<file path="src/rtl/if_pkg.sv">
// Shared constants and entry layout for the instruction-fetch prefetch buffer.
package if_pkg;
  localparam int          WORD_W    = 32;
  localparam logic [31:0] PC_INC    = 32'd4;
  localparam logic [31:0] NOP_INSTR = 32'h0000_0000;

  typedef struct packed {
    logic [WORD_W-1:0] pc;
    logic [WORD_W-1:0] instr;
  } if_entry_t;
endpackage

</file>
<file path="src/rtl/if_buf_ram.sv">
// Entry storage for the prefetch buffer: one synchronous write port, one combinational read port.
module if_buf_ram #(
  parameter int DEPTH = 4,
  parameter int W     = 64,
  parameter int AW    = $clog2(DEPTH)
) (
  input  logic          clk,
  input  logic          rst,
  input  logic          we,
  input  logic [AW-1:0] waddr,
  input  logic [W-1:0]  wdata,
  input  logic [AW-1:0] raddr,
  output logic [W-1:0]  rdata
);
  logic [DEPTH-1:0][W-1:0] mem;

  always_ff @(posedge clk or negedge rst) begin
    if (!rst)    mem        <= '0;
    else if (we) mem[waddr] <= wdata;
  end

  assign rdata = mem[raddr];
endmodule

</file>
<file path="src/rtl/if_prefetch_buf.sv">
// Prefetch FIFO between the PC register and IF/ID: gates PC advance on space and
// drops everything on a redirect flush.
module if_prefetch_buf
  import if_pkg::*;
#(
  parameter int DEPTH  = 4,
  parameter int WORD_W = 32,
  parameter int CNT_W  = $clog2(DEPTH+1)
) (
  input  logic              clk,
  input  logic              rst,
  input  logic [WORD_W-1:0] pc_in,
  input  logic [WORD_W-1:0] instr_in,
  input  logic              fetch_vld,
  input  logic              flush,
  output logic              pc_en,
  output logic              out_valid,
  input  logic              out_ready,
  output logic [WORD_W-1:0] out_pc,
  output logic [WORD_W-1:0] out_pc4,
  output logic [WORD_W-1:0] out_instr,
  output logic [CNT_W-1:0]  count
);
  localparam int AW = $clog2(DEPTH);

  logic [AW-1:0]       rd_ptr, wr_ptr;
  logic [2*WORD_W-1:0] rd_data;
  logic                full, push, pop;

  assign full      = (count == CNT_W'(DEPTH));
  assign out_valid = (count != '0);
  assign pop       = out_valid & out_ready & ~flush;
  // Out_ready only matters when full: a simultaneous pop frees the slot being written.
  assign push      = fetch_vld & ~flush & (~full | pop);
  assign pc_en     = flush | push;

  if_buf_ram #(.DEPTH(DEPTH), .W(2*WORD_W)) u_ram (
    .clk   (clk),
    .rst   (rst),
    .we    (push),
    .waddr (wr_ptr),
    .wdata ({pc_in, instr_in}),
    .raddr (rd_ptr),
    .rdata (rd_data)
  );

  assign out_pc    = rd_data[2*WORD_W-1:WORD_W];
  assign out_instr = rd_data[WORD_W-1:0];
  assign out_pc4   = out_pc + WORD_W'(PC_INC);

  always_ff @(posedge clk or negedge rst) begin
    if (!rst) begin
      rd_ptr <= '0;
      wr_ptr <= '0;
      count  <= '0;
    end else if (flush) begin
      rd_ptr <= '0;
      wr_ptr <= '0;
      count  <= '0;
    end else begin
      if (push) wr_ptr <= wr_ptr + 1'b1;
      if (pop)  rd_ptr <= rd_ptr + 1'b1;
      case ({push, pop})
        2'b10:   count <= count + 1'b1;
        2'b01:   count <= count - 1'b1;
        default: count <= count;
      endcase
    end
  end
endmodule

</file>
<file path="config.mk">
export PLATFORM = sky130hd
export DESIGN_NAME = if_prefetch_buf
export DESIGN_NICKNAME = d
export VERILOG_FILES = /design/src/rtl/if_pkg.sv /design/src/rtl/if_buf_ram.sv /design/src/rtl/if_prefetch_buf.sv
export SDC_FILE = /design/constraint.sdc
export NUM_CORES = 1
export LEC_CHECK = 0
export CORE_ASPECT_RATIO = 0.6
export CORE_MARGIN = 4
export CORE_UTILIZATION = 48
export DETAILED_ROUTE_END_ITERATION = 10
export PLACE_DENSITY = 0.71
export SETUP_SLACK_MARGIN = 0.1
export SYNTH_ARGS = -nofsm -noshare
export SYNTH_HDL_FRONTEND = slang
export SYNTH_SLANG_ARGS = --single-unit
</file>
<file path="constraint.sdc">
create_clock -name clk -period 5.55 [get_ports clk]
set_input_delay 1.665 -clock clk [delete_from_list [all_inputs] [get_ports clk]]
set_output_delay 1.665 -clock clk [all_outputs]
set_load 0.02 [all_outputs]
</file>
==> impl_metrics.ini, run 1 <==
[outcome]
outcome = completed

[sta]
final-max-slew-violation-count = 0
setup_viol = 0
worst_slack_ns = 0.274
min_period_over_period_pct = 95.1
fin_worst_skew_ns = 0.0125
fin_crit_ns = 5.28
slew_headroom_pct = 31.5
fmax_ghz = 0.190
rsz0062_at_grt = no
setup_tns_ns = 0
hold_slack_ns = 0.487
worst_slew_pin_slew_ns = 1.03
hold_viol_final = 0

[setup_path]
crit_type = flop to output pin
critPathCaptureType = output pin
slowest_delay_ns = 0.65
r2r_start = count[1]
crit_fanout = 13
crit_path_end = out_pc4[26]
path_cells = buf_4, mux4_2, nand4_4, or4_4, nor3_2, xor2_1, clkdlybuf4s50_1
r2r_end = u_ram.mem[76]
worstPathRequired_ns = 3.88
r2r_slack_ns = 2.54
ff2ff_path_depth = 7
worstSetupStartpointType = flop
crit_slowest_cell = or4_4
arrival_ns = 3.61
crit_start = rd_ptr[0]

[clock_network]
cts_buffers = 26
cts_root_buf = clkbuf_16
path_clk_slew_ns = 0.07
htreeDepth = 1
cts_buffer_depth = 3
cts_tree = built
hold_buffers = 0
cts_sinks = 263
clk_latency_ns = 0.53

[routing]
vias = 7142
wl_per_cell_um = 21.1
drc = 0
detail_route.vias_per_cell = 5.58
antenna_left = 0
drt_wl_total_mm = 27.1
drtIter0Drc = 403
firstDrtPassIters = 7

[logic_synthesis]
synth_fa_ha_area_share_pct = 0.680
synth-xor-area-share_pct = 2.31
synth.distinct_cells = 41
synth-simple-area-share_pct = 3.60
synth-edff-count = 0
yosys.area.top_type = dfrtp_1
synthArstFlopShare_pct = 100
ys_ff_latch = 263
syn_inst = 761
synth_top_family_by_area = multiplexers
synthMuxAreaShare_pct = 36.0
syn_avg_cell_area_um2 = 15.9
yosysWarnings = 0
synth_compound_area_share_pct = 0.608
ys_seq_area_share_pct = 54.2
syn_nets = 836
syn-cell-area_um2 = 12100
synth_top_area_share_pct = 54.2
ys_top_cells_by_area = dfrtp_1 54%, mux2_2 22%, mux4_2 11%, mux2_1 2.2%, xor2_1 1.3%
ys.flop_type = dfrtp_1
synthTopCellsByCount = 263 x dfrtp_1, 232 x mux2_2, 60 x mux4_2, 29 x buf_2, 24 x mux2_1
synth.most_common_cell = dfrtp_1

[die]
initial_core_util_pct = 49.5
core_area_um2 = 24500
rows = 44
fp.dieH_um = 131
die_area_um2 = 28000
ioPinCount = 170
die_w_um = 213

[worst_hold_path]
hp-class = flop to flop
hp-start = u_ram.mem[192]

[finish]
fin_cells = 1281
n_antenna_cell = 0
drive_above_1_share_pct = 39.6
fin_util_pct = 62.0
syn_to_final_growth_pct = 25.2
design_area_um2 = 15200
nFillCells = 1802
final_nets = 1015

[power]
p_leak_nw = 6.58
pwr-share-clk_pct = 24.8
power_density_nw_per_um2 = 510
p_total_mw = 7.75
p_switching_mw = 2.34
p_int_mw = 5.41
ir_drop_mv = 0.230
switching_share_pct = 30.2
p_seq_share_pct = 38.4
pwr-share-comb_pct = 36.8

[place]
dp_cells = 1227
placed_cell_area_um2 = 14200
gp_congestion = 0.758
preCtsSetupSlack_ns = 0.446
hpwl_mm = 17.7
port_buffers = 169

[global_route]
grt_first_pass_wirelength_mm = 43.6
grt_start_max_net_pins = 137
antenna_found_initial = 3
overflow = 0
grt_pass1_vias = 7582
track_usage_pct = 19.4

[run]
max-cap-violations = 0
==> critical path: cells and delay by family, from the launching register on <==
kind | cells | cell delay, ns
and+or+nand+nor | 3 | 1.01
buffers and inverters | 2 | 0.87
xor gates and xnor gates | 1 | 0.15
DFF | 1 | 0.59
muxes | 1 | 0.44
==> cells in the final DEF (no fill, tap or decap), types with 6 or more instances in the layout <==
cell type / count
buf_4: 23
clkbuf_16: 27
clkbuf_8: 6
clkdlybuf4s50_1: 167
dfrtp_1: 261
inv_1: 11
mux2_1: 24
mux2_2: 232
mux4_2: 60
nand2_1: 8
nand3_1: 8
nand4_1: 6
nor2_1: 14
nor3_2: 7
xnor2_1: 14
xor2_1: 18
==> power by group through the flow <==
stage	sequential, mW	clock (mW)	combinational [mW]
finish	2.98	1.92	2.85
detailed placement	3.01	0	2.84
floorplan	2.86	0	1.88
CTS	2.97	1.98	2.87
global route	3.05	2.06	3.05
global placement	2.99	0	2.80
==> how the worst min path moves through the flow <==
stage	endpoint	cells after the start
2_1_floorplan	u_ram.mem[237]	1
3_3_place_gp	u_ram.mem[194]	1
3_5_place_dp	u_ram.mem[249]	1
4_1_cts	u_ram.mem[192]	1
5_1_grt	u_ram.mem[211]	1
6_report	u_ram.mem[192]	1
==> final cells by class <==
type                       instances  area (um^2)  area share [%]
tap                              322          403            2.65
timing repair buffer             196         1950            12.8
multi-input combinational        442         5270            34.7
inverter                          11         41.3           0.272
clock inverter                     9          170            1.12
clock buffer                      38          777            5.11
sequential                       263         6590            43.3
==> state kept, by name (all words and copies together), names as in the netlist <==
name	flops
count	3
wr_ptr	2
rd_ptr	2
u_ram.mem	256
==> what timing repair did <==
item / CTS / global route
resized for setup: 0 / 2
setup endpoints to repair: 6 / 16
buffers inserted: 1 / 6
cloned: 0 / 0
==> kinds of logic after synthesis <==
family	count (synthesis)
adders and majority gates	6
xor gates and xnor gates	32
buffers and inverters	56
AOI/OAI and AO/OA	11
muxes	323
DFF	263
and+or+nand+nor	70
==> layer usage <==
metal	vias to the layer above	wire length (um)	track usage [%]	part of all wire, %
li1	3191	-	-	-
met1	3770	13200	30.0	49
met2	145	12100	28.8	45
met3	30	1410	4.79	5.2
met4	6	356	2.88	1.3
met5	-	39	0	0.14
(Power assumes the default switching activity.)
==> run 2: changes to the inputs <==
--- a/config.mk
+++ b/config.mk
@@ -6,7 +6,7 @@
 export NUM_CORES = 1
 export LEC_CHECK = 0
 export CORE_ASPECT_RATIO = 0.6
-export CORE_MARGIN = 4
+export CORE_MARGIN = 3
 export CORE_UTILIZATION = 48
 export DETAILED_ROUTE_END_ITERATION = 10
 export PLACE_DENSITY = 0.71
==> run 2 against run 1 <==
Power down 2.9%. Hold slack improved by 0.00060 ns. Sequential cell count did not move. Highest routed layer unchanged. Critical endpoint is now out_pc4[30]. Critical path type unchanged. First-iteration DRC count decreased by 13%. Utilization down 0.55 points. Clock skew shrank 0.0012 ns. Setup slack improved by 0.060 ns. Register-to-register slack improved by 0.02 ns. Largest cell class unchanged. Clock power down 11%.
==> impl_metrics.ini, run 2 (synthesis results as in run 1) <==
[outcome]
outcome = completed

[routing]
firstDrtPassIters = 4
vias = 7132
drt_wl_total_mm = 26.8
drtIter0Drc = 350
detail_route.vias_per_cell = 5.60
antenna_left = 0
drc = 0
wl_per_cell_um = 21.0

[finish]
nFillCells = 1860
mostFrequentLayoutCells = 261 x dfrtp_1, 232 x mux2_2, 168 x clkdlybuf4s50_1, 62 x mux4_2, 25 x clkbuf_16
mostFrequentLayoutCell = dfrtp_1
final_nets = 1010
reg_top3 = u_ram.mem: 256 flops, count: 3 flops
largest_register_ffs = 256
syn_to_final_growth_pct = 24.1
drive_above_1_share_pct = 39.5
regMostFlops = u_ram.mem
n_antenna_cell = 0

[setup_path]
r2r_start = count[1]
worstPathRequired_ns = 3.88
crit_fanout = 22
arrival_ns = 3.55
crit_start = rd_ptr[1]
worstSetupStartpointType = flop
critPathCaptureType = output pin
crit_type = flop to output pin

[power]
power_density_nw_per_um2 = 500
p_leak_nw = 6.48
ir_drop_mv = 0.226

[sta]
fmax_ghz = 0.192
setup_tns_ns = 0
hold_viol_final = 0
worst_slew_pin_slew_ns = 0.930
hold_slack_ns = 0.487
slew_headroom_pct = 38.0
fin_crit_ns = 5.22
min_period_over_period_pct = 94.0
fin_worst_skew_ns = 0.0113
setup_viol = 0
final-max-slew-violation-count = 0
rsz0062_at_grt = no

[place]
hpwl_mm = 17.4
port_buffers = 169
gp_congestion = 0.768

[clock_network]
clk_latency_ns = 0.53
htreeDepth = 1
cts_tree = built
cts_buffer_depth = 3
cts_root_buf = clkbuf_16
cts_sinks = 263
cts_buffers = 25
path_clk_slew_ns = 0.06

[worst_hold_path]
hp-class = flop to flop
hp-start = u_ram.mem[206]

[die]
die_w_um = 211
fp.dieH_um = 129
initial_core_util_pct = 49.5
rows = 44
die_area_um2 = 27300
ioPinCount = 170
core_area_um2 = 24500

[global_route]
top_usage_layer = met1
grt_first_pass_wirelength_mm = 43.1
met1_usage_pct = 30.7
antenna_found_initial = 1
met3_usage_pct = 4.81
use_met2_pct = 30.2
overflow = 0
track_usage_pct = 20.1
grt_start_max_net_pins = 123
grt_pass1_vias = 7582

[run]
max-cap-violations = 0
run 2: path summary, 6_finish.rpt:
path / endpoint / slack [ns] / depth (start not counted)
worst max-delay path: out_pc4[30] / 0.33 / 7
worst min-delay path: u_ram.mem[206] / 0.49 / 1
worst max register to register: u_ram.mem[73] / 2.56 / 7
max in group asynchronous: rd_ptr[0] / 3.19 / 2
min in group asynchronous: u_ram.mem[7] / 1.21 / 1
worst min register to register: u_ram.mem[206] / 0.49 / 1
run 2: metal layers:
metal  wire, um  vias to the layer above  part of all wire, %
met2      11900                      145                   44
met5         13                        -                0.049
li1           -                     3165                    -
met4        312                        2                  1.2
met1      12900                     3791                   48
met3       1600                       29                  6.0
run 2: final cells by class:
cell class,count,area (um^2),area share (%)
timing repair buffer,192,1940,12.9
clock inverter,6,67.6,0.449
clock buffer,38,754,5.01
multi-input combinational,442,5270,35.0
sequential,263,6590,43.7
inverter,11,41.3,0.274
tap,322,403,2.67
run 2: repair_timing:
action	in CTS	in global routing
gates cloned	0	0
setup buffers	1	4
pin swaps	0	1
endpoints found under the setup margin	5	6
hold buffers	0	0
resized for setup	1	3
run 2: report_power, final:
part | internal (mW) | switching, mW | total (mW) | leakage [nW]
sequential | 2.62 | 0.351 | 2.97 | 3.29
clock | 0.984 | 0.724 | 1.71 | 0.398
combinational | 1.59 | 1.26 | 2.85 | 2.79
total | 5.19 | 2.33 | 7.53 | 6.48
run 2: metrics by stage:
stage                     utilization, %  total power [mW]  cells  instance area, um^2  setup WS, ns
after floorplan                        -              4.74    761                12100          1.18
final                               61.5              7.53   1274                15100         0.333
after detailed placement            57.8              5.84   1225                14200         0.495
after CTS                           61.3              7.59   1270                15000         0.203
after global placement              57.8              5.77   1225                14200         0.471
after global routing                61.5              7.93   1274                15100         0.177
run 2: critical path, stage by stage, from the launching register on:
cell	delay, ns
dfrtp_4	0.65
buf_4	0.24
mux4_1	0.31
nand4_1	0.16
or4_4	0.62
nor3_2	0.21
xor2_1	0.18
clkdlybuf4s50_1	0.64
==> run 3: changes to the inputs <==
--- a/config.mk
+++ b/config.mk
@@ -7,9 +7,8 @@
 export LEC_CHECK = 0
 export CORE_ASPECT_RATIO = 0.6
 export CORE_MARGIN = 3
-export CORE_UTILIZATION = 48
+export CORE_UTILIZATION = 35
 export DETAILED_ROUTE_END_ITERATION = 10
-export PLACE_DENSITY = 0.71
 export SETUP_SLACK_MARGIN = 0.1
 export SYNTH_ARGS = -nofsm -noshare
 export SYNTH_HDL_FRONTEND = slang
==> run 3 against run 2 <==
Non-clock buffer count unchanged. Sequential power about the same. Clock skew up 0.00051 ns. Utilization down 16 points. Power up 1.7%. Design area up 1.7%. Wire length up 9.3%. Final cell count up 11%. Sequential share of layout area down 0.73 points. Hold slack better by 0.0017 ns. Register-to-register slack better by 0.10 ns. Critical path depth unchanged. Critical path type unchanged. Critical endpoint is now out_pc4[28]. Largest cell class unchanged. Largest power group unchanged. Highest routed layer unchanged.
==> impl_metrics.ini, run 3 (synthesis results as in run 1) <==
[sta]
slew_headroom_pct = 32.5
min_period_over_period_pct = 94.5
fin_crit_ns = 5.24
rsz0062_at_grt = no
final-max-slew-violation-count = 0
setup_tns_ns = 0
fmax_ghz = 0.191
setup_viol = 0
hold_viol_final = 0
worst_slew_pin_slew_ns = 1.01
fin_worst_skew_ns = 0.0118

[setup_path]
r2r_slack_ns = 2.66
arrival_ns = 3.58
path_cells = buf_4, mux4_1, nand4_1, or4_4, nor3_2, xor2_1, clkdlybuf4s50_1
critPathCaptureType = output pin
slowest_delay_ns = 0.63
crit_fanout = 8
crit_slowest_cell = or4_4
worstPathRequired_ns = 3.88
worstSetupStartpointType = flop
crit_type = flop to output pin

[routing]
antenna_left = 0
detail_route.vias_per_cell = 5.03
firstDrtPassIters = 4
drtIter0Drc = 386
vias = 7103
drt_wl_total_mm = 29.3
wl_per_cell_um = 20.7
drc = 0

[clock_network]
cts_sinks = 263
cts_buffers = 26
cts_tree = built
clk_latency_ns = 0.54
path_clk_slew_ns = 0.06
hold_buffers = 0
cts_root_buf = clkbuf_16
cts_buffer_depth = 3
htreeDepth = 1

[finish]
mostFrequentLayoutCell = dfrtp_1
regArea_um2 = 6590
n_antenna_cell = 0
largest_register_ffs = 256
syn_to_final_growth_pct = 26.2
drive_above_1_share_pct = 39.6
reg_top3 = u_ram.mem: 256 flops, count: 3 flops
nFillCells = 3016
final_nets = 1011
regMostFlops = u_ram.mem
multi_input_area_um2 = 5280
mostFrequentLayoutCells = 261 x dfrtp_1, 232 x mux2_2, 167 x clkdlybuf4s50_1, 61 x mux4_2, 27 x clkbuf_16

[die]
rows = 52
fp.dieH_um = 150
die_area_um2 = 37000
ioPinCount = 170
core_area_um2 = 34000
initial_core_util_pct = 35.7
die_w_um = 246

[power]
p_leak_nw = 6.54
p_total_mw = 7.65
ir_drop_mv = 0.216
power_density_nw_per_um2 = 500

[worst_hold_path]
hp-class = flop to flop

[place]
port_buffers = 169
gp_congestion = 0.761
hpwl_mm = 18.9

[global_route]
antenna_found_initial = 5
grt_pass1_vias = 7506
overflow = 0
grt_first_pass_wirelength_mm = 45.9
track_usage_pct = 16.0
grt_start_max_net_pins = 128

[outcome]
outcome = completed

[run]
max-cap-violations = 0
run 3: changes by cell type in the layout (fill, tap and decap cells not counted), sizes merged:
cell           delta
clkdlybuf4s50     -1
inv               -1
dlymetal6s2s      +1
clkinv            +7
clkinvlp          -1
bufinv            +2
clkbuf            -5
run 3: stage by stage:
step | util (%) | worst slack [ns] | hold WS (ns) | cell area [um^2] | std cells
after floorplan | - | 1.18 | 0.456 | 12100 | 761
after global placement | 42.3 | 0.387 | 0.469 | 14400 | 1360
after detailed placement | 42.3 | 0.354 | 0.479 | 14400 | 1360
after CTS | 44.9 | 0.0555 | 0.494 | 15200 | 1407
after global routing | 45.1 | 0.138 | 0.506 | 15300 | 1413
final | 45.1 | 0.307 | 0.489 | 15300 | 1413
run 3: power by group:
group,switching (mW),total [mW],leakage [nW],internal [mW]
registers,0.346,2.97,3.29,2.62
clock network,0.759,1.81,0.430,1.05
logic,1.28,2.87,2.82,1.59
total,2.39,7.65,6.54,5.27
run 3: worst paths after layout:
path | cells after the start | from | endpoint
worst max register to register | 7 | count[1] | u_ram.mem[108]
worst min register to register | 1 | u_ram.mem[212] | u_ram.mem[212]
max in group asynchronous | 2 | rst | u_ram.mem[165]
min in group asynchronous | 1 | rst | u_ram.mem[153]
worst max-delay path | 7 | rd_ptr[0] | out_pc4[28]
worst min-delay path | 1 | u_ram.mem[212] | u_ram.mem[212]
run 3: cell type report:
type / count / area share, %
Tap cell: 459 / 3.75
Sequential cell: 263 / 43.0
Timing Repair Buffer: 192 / 12.8
Clock buffer: 33 / 4.69
Clock inverter: 13 / 0.980
Inverter: 11 / 0.269
Multi-Input combinational cell: 442 / 34.5
run 3: critical path, delay by kind of cell, from the launching register on:
family | cells | cell delay [ns]
xor+xnor | 1 | 0.16
mux | 1 | 0.45
simple gates | 3 | 1.07
buf+inv | 2 | 0.81
flops | 1 | 0.55
run 3: routing by layer:
| metal | wire, um | up-vias | track usage (%) | part of all wire, % |
|---|---|---|---|---|
| li1 | - | 3172 | - | - |
| met2 | 13000 | 108 | 24.0 | 44 |
| met5 | 65 | - | 0 | 0.22 |
| met1 | 14200 | 3770 | 23.5 | 49 |
| met3 | 1550 | 43 | 4.17 | 5.3 |
| met4 | 413 | 10 | 2.96 | 1.4 |
run 3: timing repair:
action | 4_1_cts | 5_1_grt
gates resized for setup | 2 | 2
buffers inserted | 1 | 6
cloned | 0 | 0
endpoints found under the setup margin | 7 | 18
pin swaps | 1 | 1
